==> src/rtl/csa_pipe.sv <==
// -----------------------------------------------------------------------------
// csa_pipe
// Pipelined carry-select adder: o_sum = (i_a + i_b + i_cin) mod 2^WIDTH.
// One BLOCK-bit slice is resolved per pipeline stage, so there are
// NBLK = WIDTH/BLOCK stages and the latency is NBLK cycles. Each stage runs
// two ripple chains over its slice, one assuming carry-in 0 and one assuming
// carry-in 1. It then picks one using the carry registered by the previous
// stage.
//
// Ports
//   i_clk        clock, all state changes on the rising edge
//   i_rst        asynchronous active-high reset
//   i_in_valid   operand set present
//   o_in_ready   stage 0 can accept operands (combinational, = advance)
//   i_a, i_b     WIDTH-bit operands (unsigned or two's complement)
//   i_cin        carry in
//   o_out_valid  result present (final-stage register)
//   i_out_ready  consumer accepts the result
//   o_sum        sum modulo 2^WIDTH (final-stage register)
//   o_cout       carry out of the MSB (final-stage register)
//   o_ovf        signed overflow (final-stage register)
// -----------------------------------------------------------------------------
module csa_pipe #(
    parameter int WIDTH = 16,
    parameter int BLOCK = 4
) (
    input  logic             i_clk,
    input  logic             i_rst,
    input  logic             i_in_valid,
    output logic             o_in_ready,
    input  logic [WIDTH-1:0] i_a,
    input  logic [WIDTH-1:0] i_b,
    input  logic             i_cin,
    output logic             o_out_valid,
    input  logic             i_out_ready,
    output logic [WIDTH-1:0] o_sum,
    output logic             o_cout,
    output logic             o_ovf
);

    localparam int NBLK = (BLOCK > 0) ? (WIDTH / BLOCK) : 1;

    if ((BLOCK < 1) || (WIDTH < BLOCK) || ((WIDTH % BLOCK) != 0)) begin : g_param_check
        $fatal(1, "csa_pipe: WIDTH must be a positive multiple of BLOCK");
    end

    // Ripple-carry add of one slice. The result is {carry_out, sum}.
    function automatic logic [BLOCK:0] blk_add(
        input logic [BLOCK-1:0] x,
        input logic [BLOCK-1:0] y,
        input logic             c
    );
        logic [BLOCK:0]   cy;
        logic [BLOCK-1:0] s;
        cy[0] = c;
        for (int i = 0; i < BLOCK; i++) begin
            s[i]    = x[i] ^ y[i] ^ cy[i];
            cy[i+1] = (x[i] & y[i]) | (cy[i] & (x[i] ^ y[i]));
        end
        return {cy[BLOCK], s};
    endfunction

    // The whole pipe moves together. It freezes only while a result waits at the output.
    logic w_adv;
    assign w_adv      = (!o_out_valid) || i_out_ready;
    assign o_in_ready = w_adv;

    for (genvar k = 0; k < NBLK; k++) begin : g_stage
        // LW: sum bits completed once this stage has resolved its slice.
        // UW: operand bits still unconsumed after this stage.
        localparam int LW = (k + 1) * BLOCK;
        localparam int UW = WIDTH - LW;

        logic [BLOCK-1:0] w_xa;
        logic [BLOCK-1:0] w_xb;
        logic             w_cin;
        logic             w_vin;
        logic [BLOCK:0]   w_r0;
        logic [BLOCK:0]   w_r1;
        logic [BLOCK:0]   w_sel;
        logic [LW-1:0]    w_sum_in;

        logic             r_valid;
        logic             r_carry;
        logic [LW-1:0]    r_sum;

        if (k == 0) begin : g_src
            // Stage 0 resolves its slice straight from the operands being accepted.
            assign w_xa     = i_a[BLOCK-1:0];
            assign w_xb     = i_b[BLOCK-1:0];
            assign w_cin    = i_cin;
            assign w_vin    = i_in_valid;
            assign w_sum_in = w_sel[BLOCK-1:0];
        end else begin : g_src
            // Later stages take their slice from the skewed operand copy held upstream.
            assign w_xa     = g_stage[k-1].g_up.r_ua[BLOCK-1:0];
            assign w_xb     = g_stage[k-1].g_up.r_ub[BLOCK-1:0];
            assign w_cin    = g_stage[k-1].r_carry;
            assign w_vin    = g_stage[k-1].r_valid;
            assign w_sum_in = {w_sel[BLOCK-1:0], g_stage[k-1].r_sum};
        end

        // Both carry hypotheses are evaluated at once. The upstream carry only drives the select.
        assign w_r0  = blk_add(w_xa, w_xb, 1'b0);
        assign w_r1  = blk_add(w_xa, w_xb, 1'b1);
        assign w_sel = w_cin ? w_r1 : w_r0;

        // Stage valid, completed low sum bits and block carry-out.
        always_ff @(posedge i_clk or posedge i_rst) begin
            if (i_rst) begin
                r_valid <= 1'b0;
                r_carry <= 1'b0;
                r_sum   <= {LW{1'b0}};
            end else if (w_adv) begin
                r_valid <= w_vin;
                r_carry <= w_sel[BLOCK];
                r_sum   <= w_sum_in;
            end else begin
                r_valid <= r_valid;
                r_carry <= r_carry;
                r_sum   <= r_sum;
            end
        end

        if (UW > 0) begin : g_up
            logic [UW-1:0] w_ua_in;
            logic [UW-1:0] w_ub_in;
            logic [UW-1:0] r_ua;
            logic [UW-1:0] r_ub;

            if (k == 0) begin : g_usrc
                assign w_ua_in = i_a[WIDTH-1:BLOCK];
                assign w_ub_in = i_b[WIDTH-1:BLOCK];
            end else begin : g_usrc
                assign w_ua_in = g_stage[k-1].g_up.r_ua[UW+BLOCK-1:BLOCK];
                assign w_ub_in = g_stage[k-1].g_up.r_ub[UW+BLOCK-1:BLOCK];
            end

            // Operand bits not yet added travel alongside their partial sum.
            always_ff @(posedge i_clk or posedge i_rst) begin
                if (i_rst) begin
                    r_ua <= {UW{1'b0}};
                    r_ub <= {UW{1'b0}};
                end else if (w_adv) begin
                    r_ua <= w_ua_in;
                    r_ub <= w_ub_in;
                end else begin
                    r_ua <= r_ua;
                    r_ub <= r_ub;
                end
            end
        end

        if (k == NBLK - 1) begin : g_last
            // The carry into the MSB is recovered as a ^ b ^ sum at that bit.
            // XOR with the carry out gives the signed overflow.
            logic w_ovf;
            logic r_ovf;
            assign w_ovf = w_xa[BLOCK-1] ^ w_xb[BLOCK-1] ^ w_sel[BLOCK-1] ^ w_sel[BLOCK];

            // Overflow flag is registered with the rest of the final stage.
            always_ff @(posedge i_clk or posedge i_rst) begin
                if (i_rst) begin
                    r_ovf <= 1'b0;
                end else if (w_adv) begin
                    r_ovf <= w_ovf;
                end else begin
                    r_ovf <= r_ovf;
                end
            end
        end
    end

    assign o_out_valid = g_stage[NBLK-1].r_valid;
    assign o_sum       = g_stage[NBLK-1].r_sum;
    assign o_cout      = g_stage[NBLK-1].r_carry;
    assign o_ovf       = g_stage[NBLK-1].g_last.r_ovf;

endmodule

==> config.mk <==
export PLATFORM = sky130hd
export DESIGN_NAME = csa_pipe
export DESIGN_NICKNAME = d
export VERILOG_FILES = /design/src/rtl/csa_pipe.sv
export SDC_FILE = /design/constraint.sdc
export NUM_CORES = 1
export LEC_CHECK = 0
export ABC_AREA = 0
export BUFFER_PORTS_ARGS = -buffer_cell sky130_fd_sc_hd__buf_2
export CAP_MARGIN = 20
export CORE_MARGIN = 2
export CORE_UTILIZATION = 49
export CTS_CLUSTER_SIZE = 20
export DETAILED_ROUTE_END_ITERATION = 10
export GPL_ROUTABILITY_DRIVEN = 1
export PLACE_DENSITY = 0.7
export SETUP_SLACK_MARGIN = 0.02
export SYNTH_ARGS = -nofsm -noshare
export SYNTH_HDL_FRONTEND = slang
export SYNTH_SLANG_ARGS = --single-unit
==> constraint.sdc <==
create_clock -name i_clk -period 3.3 [get_ports i_clk]
set_clock_uncertainty 0.15 [all_clocks]
set_input_delay 0.165 -clock i_clk [delete_from_list [all_inputs] [get_ports i_clk]]
set_output_delay 0.165 -clock i_clk [all_outputs]
set_load 0.005 [all_outputs]
==> reports/summary.txt <==
result of the run: finished, final reports clean
full die area: 9333 sq um
Post-Syn Instances: 279
Via Count: 2309
number of nets produced by synthesis: 337
total clock buffers created by CTS: 9
peak ir drop on the vdd network: 0.4519 mV
Total Routing Usage GR: 15.63%
synthesized area divided by synthesized cell count: 15.06 sq um
met3 usage in global routing: 4.624%
Global Route met1 Usage: 21.16%
gr ovfl total: 0
power per unit of standard cell area: 863.7 nW/um^2
endpoints failing hold: 0
worst setup path startpoint: g_stage[2].g_up.r_ua[0]$_DFFE_PP0P_
data required time at the worst endpoint: 3390 ps
Die Span X: 96.61 um
vias per cell: 4.882
area of the multi-input gates: 1587 sq um
number of I/O port buffers: 56
number of max-capacitance violations reported: 0
count of buffers added by post-CTS timing repair for setup: 0
vias in the first global route: 2520
Finish-stage setup viols: 0
post-synth top area cell: dfrtp_1
Final Critical Period: 2931 ps
Worst Min Path Start: i_b[2]
top_reg_cell synth: dfrtp_1
CTS tree: yes
htree depth: 3
number of nets in the layout: 422
start of the worst register-to-register path: g_stage[2].g_up.r_ua[0]$_DFFE_PP0P_
area of the mapped netlist: 4203 sq um
insertion delay to the later sink of the worst-skew pair: 360 ps
violation count after the first detailed-route iteration: 92
ratio of cells with drive above 1 in the final layout: 44.57%
TritonCTS Sinks: 97
fraction of synthesized cell area taken by the top area cell type: 57.76%
y dimension of the die: 96.61 um
EDFF count, synth: 0
Tightest Hold Check Type: in2reg
Core ar.: 8258 sq um
routed wire length per instance: 13.75 um
startpoint types: flop
Setup TNS: 0 ps
ANT nets after route: 0
share of synthesized registers carrying an async set or reset: 100.0%
final RePlAce weighted congestion: 0.6965
Resize count post-CTS: 0
routing layer with the top usage in global route: met2
post-synthesis sequential element count: 97
first-pass GRT wire length: 11870 um
met2 usage in global routing: 24.84%
largest net degree at the start of global routing: 53
maximum clock frequency: 0.3412 GHz
post-detailed-route DRC marker count: 0
maximum fanout count along the critical path: 3
Ys Warns: 0
clock slew at reported path FFs: 90 ps
initial antenna violation count: 0
Bufs on Longest Clock Path: 2
initial core utilization: 50.89%
count of boundary I/O pins: 57
number of diodes added for antenna fixing: 0
category of the worst setup path capture point: flop
leakage power: 2.337 nW
Worst EP arrival: 3020 ps
largest cells by area after synthesis: dfrtp_1 (58%), mux2_2 (21%), fa_1 (5.7%)
share of the core filled with cells in the final layout: 60.95%
layout overhead on the synthesized area: 19.77%
root buffer cell: clkbuf_8
total area of sequential cells: 2427 sq um
crit path kind: reg2reg
row count: 33
synth unique cells: 18
final-report max-slew violation count: 0
half-perimeter wire length after placement: 4518 um
unrepaired setup endpoints after global routing: false
total iterations of the first detailed-routing run: 4
sequential cell area fraction in the yosys report: 57.76%
transition time at the pin with the least slew margin: 619.8 ps
layout filler cell count: 673
final critical-path share of the clock period: 88.82%
headroom to the max-slew limit: 58.68%
wire length reported by the detailed router: 6503 um
layer usage:
layer	up-vias	wire length, um
met2	49	3070
li1	1096	-
met4	0	76
met3	10	290
met5	-	0
met1	1154	3066
Yosys cell counts (all sizes together) (2+ instances only):
cell type,count
a21oi,12
buf,11
clkbuf,2
dfrtp,97
fa,12
ha,9
inv,27
mux2,86
nand2,2
nand2b,2
nor2,2
nor3b,10
o21ai,2
xor2,4
kinds of logic after synthesis:
| kind of cell | synth area share [%] |
|---|---|
| and+or+nand+nor | 2.620 |
| adders and majority gates | 8.395 |
| AOI/OAI and AO/OA | 1.667 |
| buffers and inverters | 4.495 |
| xor gates and xnor gates | 1.399 |
| muxes | 23.67 |
| DFF | 57.76 |
cell type report:
type / count / share of cell area, %
clock buffer: 10 / 2.734
inverter: 27 / 2.063
tap: 105 / 2.610
sequential: 97 / 48.22
multi-input combinational: 142 / 31.52
clock inverter: 5 / 1.119
timing repair buffer: 87 / 11.73
worst max-delay path, cell delays in order (launching register included):
cell	delay [ps]
dfrtp_1	410
ha_1	200
nor2_1	100
a21oi_1	60
fa_1	390
fa_1	370
inv_1	80
fa_1	430
xor3_1	370
mux2_2	260
path summary, 6_finish.rpt:
path,endpoint,slack (ps),depth (start not counted)
min reg2reg,o_out_valid$_DFFE_PP0P_,330,1
min,g_stage[0].r_sum[2]$_DFFE_PP0P_,60,3
max,o_ovf$_DFFE_PP0P_,370,9
max reg2reg,o_ovf$_DFFE_PP0P_,370,9
min in group asynchronous,o_sum[0]$_DFFE_PP0P_,280,3
max in group asynchronous,g_stage[0].g_up.r_ua[4]$_DFFE_PP0P_,1960,4
stage by stage:
stage               power, mW  worst slack (ps)  std cells  cell area, sq um  hold WS [ps]
floorplan               3.185             451.3        279              4203         163.0
global placement        3.551             439.0        432              4579         147.6
detailed placement      3.627             393.9        432              4579         146.7
CTS                     4.415             364.0        473              5034         45.74
global route            4.704             202.7        473              5034         63.62
finish                  4.348             369.1        473              5034         58.64
registers in the layout, indices dropped and copies added (netlist names):
name / cells
g_stage.g_up.r_ub: 24
g_stage.g_up.r_ua: 24
g_stage.r_valid: 3
o_out_valid: 1
o_sum: 16
o_ovf: 1
g_stage.r_sum: 24
g_stage.r_carry: 3
o_cout: 1
cells in the final DEF (no fill, tap or decap):
| cell type | count |
|---|---|
| nor3b_1 | 10 |
| clkinv_2 | 2 |
| xor2_1 | 4 |
| ha_1 | 9 |
| fa_1 | 12 |
| dlygate4sd3_1 | 26 |
| o21ai_0 | 2 |
| inv_4 | 1 |
| buf_2 | 56 |
| nand2b_1 | 1 |
| dfrtp_1 | 97 |
| buf_4 | 4 |
| nand2b_4 | 1 |
| nand2_1 | 2 |
| clkinvlp_4 | 1 |
| inv_1 | 26 |
| mux2_2 | 79 |
| clkinv_4 | 1 |
| bufinv_16 | 1 |
| a21oi_1 | 12 |
| clkbuf_8 | 10 |
| buf_12 | 1 |
| mux2_4 | 7 |
| nor2_1 | 2 |
| xor3_1 | 1 |
power by group:
part	switching, mW	total (mW)	internal (mW)
combinational	0.623	1.60	0.977
clock	0.383	0.749	0.365
sequential	0.288	2.00	1.71
timing repair:
item                       in CTS  in global routing
setup endpoints to repair       0                  0
hold endpoints to repair       75                  0
hold buffers                   26                  0
Power figures use the tool's default switching activity.
